==> src/rtl/fact_mul_unit.sv <==
// fact_mul_unit
// Multiplier for the factorial datapath. It takes a 9-bit iteration value
// and a 16-bit running product and forms their exact 25-bit product. The
// product is built by shift-add over a fixed 9 cycles. The low 16 bits are
// returned on ALU_mul with a one-cycle done pulse. ovf flags any product
// that does not fit in 16 bits.
//
// Ports
//   clk      : clock, rising edge
//   rst      : synchronous active-low reset
//   req      : multiply request, sampled only while busy is low
//   op_a     : 9-bit multiplier (iteration value), captured on accept
//   op_b     : 16-bit multiplicand (running product), captured on accept
//   busy     : operation in progress; requests are ignored
//   done     : one-cycle pulse; ALU_mul/ovf are valid from this cycle
//   ALU_mul  : low 16 bits of op_a*op_b, held until the next done
//   ovf      : exact product exceeds 16 bits, updated with ALU_mul
//
// state | meaning
// ------+---------------------------------------------------------------
// IDLE  | waiting for req
// MUL   | one shift-add step per cycle, 9 steps (step 0..8)
// DONE  | result valid, done pulse; req here starts the next op directly

module fact_mul_unit (
  input  logic        clk,
  input  logic        rst,
  input  logic        req,
  input  logic [8:0]  op_a,
  input  logic [15:0] op_b,
  output logic        busy,
  output logic        done,
  output logic [15:0] ALU_mul,
  output logic        ovf
);

  typedef enum logic [1:0] {
    IDLE = 2'd0,
    MUL  = 2'd1,
    DONE = 2'd2
  } state_t;

  state_t      state;
  logic [8:0]  a_reg;
  logic [24:0] b_reg;
  logic [24:0] acc;
  logic [3:0]  step;
  logic [24:0] final_acc;

  // The accumulator value after this cycle's conditional add. On the last
  // step this is the complete product. 511*65535 fits in 25 bits, so this
  // add cannot overflow.
  assign final_acc = acc + (a_reg[0] ? b_reg : 25'd0);

  always_ff @(posedge clk) begin
    if (!rst) begin
      state   <= IDLE;
      a_reg   <= '0;
      b_reg   <= '0;
      acc     <= '0;
      step    <= '0;
      busy    <= 1'b0;
      done    <= 1'b0;
      ALU_mul <= '0;
      ovf     <= 1'b0;
    end else begin
      case (state)
        IDLE: begin
          done <= 1'b0;
          busy <= 1'b0;
          if (req) begin
            a_reg <= op_a;
            b_reg <= {9'd0, op_b};
            acc   <= '0;
            step  <= '0;
            busy  <= 1'b1;
            state <= MUL;
          end
        end

        MUL: begin
          acc   <= final_acc;
          a_reg <= a_reg >> 1;
          b_reg <= b_reg << 1;
          step  <= step + 4'd1;
          if (step == 4'd8) begin
            ALU_mul <= final_acc[15:0];
            ovf     <= |final_acc[24:16];
            busy    <= 1'b0;
            done    <= 1'b1;
            state   <= DONE;
          end
        end

        DONE: begin
          done <= 1'b0;
          if (req) begin
            // Back-to-back accept. ALU_mul keeps the previous result until
            // this new operation completes.
            a_reg <= op_a;
            b_reg <= {9'd0, op_b};
            acc   <= '0;
            step  <= '0;
            busy  <= 1'b1;
            state <= MUL;
          end else begin
            busy  <= 1'b0;
            state <= IDLE;
          end
        end

        default: begin
          busy  <= 1'b0;
          done  <= 1'b0;
          state <= IDLE;
        end
      endcase
    end
  end

endmodule
==> config.mk <==
export PLATFORM = sky130hd
export DESIGN_NAME = fact_mul_unit
export DESIGN_NICKNAME = d
export VERILOG_FILES = /design/src/rtl/fact_mul_unit.sv
export SDC_FILE = /design/constraint.sdc
export NUM_CORES = 1
export LEC_CHECK = 0
export BUFFER_PORTS_ARGS = -buffer_cell sky130_fd_sc_hd__buf_2
export CAP_MARGIN = 5
export CORE_MARGIN = 10
export CORE_UTILIZATION = 30
export CTS_CLUSTER_DIAMETER = 40
export DETAILED_ROUTE_END_ITERATION = 10
export SETUP_SLACK_MARGIN = 0.4
export SYNTH_ARGS = -nofsm -noshare
export SYNTH_HDL_FRONTEND = slang
export SYNTH_SLANG_ARGS = --single-unit
==> constraint.sdc <==
create_clock -name clk -period 3.7 [get_ports clk]
set_input_delay 0.185 -clock clk [delete_from_list [all_inputs] [get_ports clk]]
set_output_delay 0.185 -clock clk [all_outputs]
set_load 0.03 [all_outputs]
# Word level (Yosys, flattened, before mapping)
# Index checks and enable logic that the tools add are counted.
# totals
register_bits	84
input_bits	28
elab_cells	41
# classes
n_addsub	2
eq_ne	6
muxes	16
n_reduce_logical	8
# ops
cell	count
25-bit one-hot mux with 2 select lines	2
25-bit two-way mux	3
25-bit adder	1
9-bit one-hot mux with 2 select lines	1
9-bit two-way mux	1
9-bit OR reduction	1
4-bit one-hot mux with 2 select lines	1
2-bit AND reduction	4
2-bit one-hot mux with 3 select lines	1
4-bit by 1-bit adder with 4-bit output (second input constant)	1
4-bit == test (second input constant)	1
2-bit two-way mux	2
4-bit two-way mux	1
2-bit != test (second input constant)	2
1-bit two-way mux	3
2-bit by 1-bit == test with 1-bit output (second input constant)	1
2-bit == test (second input constant)	1
2-bit logical NOT	1
2-bit by 1-bit != test with 1-bit output (second input constant)	1
1-bit one-hot mux with 2 select lines	1
2-bit nonzero test	1
2-bit OR reduction	1

# Longest topological paths before layout
# logic_depth
word_depth	4
ltp_mapped	12

# Least setup slack after synthesis
# No wires, ideal clock.
# synth_path
path_kind	register to register
start	register a_reg[0]
end	register ovf
setup_time_ps	128
arrival_ps	2820
t_required_ps	3572
slack_ps	752
stages_incl_launch_ff	12
synth_period_minus_slack_ps	2948
cell_sequence	dfxtp_1 clkbuf_1 and2_1 ha_1 a21o_1 a2111oi_4 o31ai_2 a31oi_2 xnor2_1 or4b_1 a2111oi_2 a31oi_1
# synth_between
elab_chain_len	3
# synth_rtl
element	line	rtl
from (decl)	44	logic [8:0] a_reg;
from (signal assigned)	72	a_reg <= op_a;
from (signal assigned)	83	a_reg <= a_reg >> 1;
from (signal assigned)	100	a_reg <= op_a;
25-bit two-way mux	53	assign final_acc = acc + (a_reg[0] ? b_reg : 25'd0);
25-bit adder	53	
9-bit OR reduction	88	ovf <= |final_acc[24:16];
to (signal assigned)	88	
to (decl)	34	output logic ovf
# No other way between the ends.
# A chain may end at the register's enable or synchronous reset.

# Worst setup path in the final report
# Ends and elaborated chain as after synthesis.

==> results_dict.tcl <==
set metrics [dict create \
    holdPathStages 3 \
    cts_num_sinks 84 \
    cts_setup_buffers 0 \
    skew_ps 7.31 \
    placed_cells 774 \
    fill_cells 1599 \
    synth_seq_area_share 0.356 \
    die_w_um 145 \
    slew_headroom 0.485 \
    hold-worst-slack_ps 110 \
    placementRows 45 \
    p_comb_frac 0.083 \
    clock.fmax_mhz 320 \
    min_period_over_period 0.844 \
    final_common_cell "dfxtp_1" \
    routed_wirelength_mm 11.9 \
    hp-start "op_b[0]" \
    grt_pass1_vias 4036 \
    drt_iter0_markers 173 \
    cap_violations 0 \
    setup-tns-final_ps 0 \
    synth-seq-cells 84 \
    synth_fp_nets 599 \
    hp-class "in -> reg" \
    whs_endpoint "b_reg[0]" \
    wl_per_cell_um 15.1 \
    synth_edf_count 0 \
    vias_per_cell 5.03 \
    arrival_ps 3350 \
    insertion_delay_ps 350 \
    tightest_slew_ps 771 \
    cpPeakStageDelay_ps 570 \
    dieArea_um2 21100 \
    multi_input_area_um2 2910 \
    drc 0 \
    tritoncts "yes" \
    reg2regPathDepth 11 \
    final_nets 629 \
    r2r-end "ovf" \
    gp_congestion 0.891 \
    die_h_um 145 \
    crit_path_end_kind "register" \
    p_seq_frac 0.486 \
    cts-root-buf "clkbuf_16" \
    cts_buffer_depth 2 \
    initial_utilization 0.308 \
    rsz0062_at_grt "false" \
    cts.reportedPaths.clkPinSlew_ps 60 \
    p_leak_nw 2.08 \
    cts_max_level 3 \
    outcome "finished clean" \
    firstDrtPassIters 4 \
    powerDensity_nw_per_um2 358 \
    ys_types 59 \
    ff_latch_area_um2 1680 \
    finalHoldViolations 0 \
    dp_hpwl_mm 8.58 \
    power_mw 1.95 \
    p_sw_mw 0.501 \
    grt_pass1_wl_mm 20.3 \
    ys.flop_type "dfxtp_1" \
    synth.cell_area_um2 4720 \
    drive_gt1_frac 0.159 \
    grt_overflow_total 0 \
    worstPathCellList "buf_4 > and2_1 > ha_2 > o211ai_2 > o211a_1 > o31a_2 > nor3_4 > nor3_1 > or4b_4 > a2111oi_4 > a31oi_1" \
    r2r_setup_slack_ps 580 \
    syn_avg_cell_area_um2 8.67 \
    port_buffers 46 \
    async_flop_share 0 \
    grt_util_all_layers 0.115 \
    yosysWarningCount 0 \
    layout_common_cells "84 x dfxtp_1, 69 x nand2_1, 60 x a22oi_1" \
    slew_viol_final 0 \
    p_sw_frac 0.257 \
    core_area_um2 15300 \
    fin_cells 790 \
    internal_power_mw 1.45 \
    clkPwrFrac 0.431 \
    dr_total_vias 3977 \
    crit_type "reg -> reg" \
    area_delta_synth_final_pct 15.4 \
    antenna_found_initial 0 \
    ir_drop_mv 0.181 \
    cts_inserted_buffers 9 \
    cp_max_fo 26 \
    antenna_cells 0 \
    start_kind "register" \
    crit-reg2reg-launch "a_reg[0]" \
    setup_viol 0 \
    cp.required_ps 3930 \
    critPathSlowestCell "or4b_4" \
    ant_nets 0 \
    grt_max_degree 44 \
    synthCells 544 \
    pin_count 47 \
    min_period_ps 3120 \
]
==> routing by layer <==
layer,global-route usage,vias up,wire (um)
met5,0,-,0
met4,0.0415,0,162
met3,0.0345,11,540
met2,0.184,72,5610
met1,0.143,1885,5600
li1,-,2009,-
==> final cells by class <==
cell class,instances,share of cell area
flip-flops and latches,84,0.309
multi-input cells,417,0.535
well taps,211,0.0485
clock buffers,11,0.0428
inverters,9,0.00621
clock inverters,5,0.00690
repair buffers,53,0.0520
==> cells in the mapped netlist, types with 2 or more instances <==
cell	instances	share of area
dfxtp_1	84	0.36
nor3b_1	3	0.0048
a22oi_1	60	0.095
nand2_1	69	0.055
a21o_1	7	0.011
o211ai_1	5	0.0080
inv_1	9	0.0072
xor2_1	10	0.019
xnor2_1	15	0.028
a31oi_1	2	0.0027
and2_1	26	0.034
ha_1	26	0.069
nand4_1	4	0.0053
nor3_1	3	0.0032
o21bai_1	3	0.0048
o221ai_1	2	0.0037
nor2_1	25	0.020
o31ai_2	2	0.0053
and3_1	2	0.0027
nand3_1	3	0.0032
a21oi_1	24	0.025
clkbuf_1	30	0.024
nand2b_1	3	0.0040
o21ai_0	11	0.012
a211oi_1	7	0.011
nor2b_1	38	0.050
o21a_1	2	0.0032
buf_6	2	0.0048
a21boi_0	37	0.059
==> worst max-delay path: cells and delay by family, from the launching register on <==
kind | cells | cell delay, ps
AO/OA/AOI/OAI | 5 | 1090
adder cells (fa/ha/maj) | 1 | 390
buffers and inverters | 1 | 200
flip-flops | 1 | 300
AND/OR/NAND/NOR | 4 | 1020
==> what timing repair did <==
| item | in CTS | in global routing |
|---|---|---|
| endpoints found under the setup margin | 0 | 1 |
| hold buffers | 0 | 0 |
| hold endpoints to repair | 0 | 0 |
| resized for setup | 0 | 6 |
==> metrics by stage <==
stage / setup WS [ps] / util / area (um2)
final: 576 / 0.355 / 5440
after global routing: 414 / 0.355 / 5440
after CTS: 524 / 0.353 / 5410
after detailed placement: 561 / 0.335 / 5130
after global placement: 591 / 0.335 / 5130
after floorplan: 752 / - / 4720
==> cells by family after synthesis <==
family | after synthesis | share of synthesized area
AOI/OAI and AO/OA | 179 | 0.282
xor gates and xnor gates | 25 | 0.0464
adders and majority gates | 27 | 0.0732
buffers and inverters | 43 | 0.0382
DFF | 84 | 0.356
and+or+nand+nor | 186 | 0.203
==> how the worst max path moves through the flow <==
stage	start	end	slack, ps	cells past startpoint
after floorplan	a_reg[0]	ovf	750	11
after global placement	a_reg[0]	ovf	590	11
after detailed placement	a_reg[0]	ovf	560	11
after CTS	a_reg[0]	ovf	520	11
after global routing	a_reg[0]	ovf	410	11
final	a_reg[0]	ovf	580	11
==> power groups by stage <==
stage          sequential, mW  clock (mW)  combinational (mW)
6_report                0.946       0.840               0.161
5_1_grt                 0.949       0.896               0.181
4_1_cts                 0.946       0.855               0.161
3_5_place_dp            0.967           0               0.161
3_3_place_gp            0.966           0               0.158
2_1_floorplan           0.962           0               0.108
(Power assumes the default switching activity.)
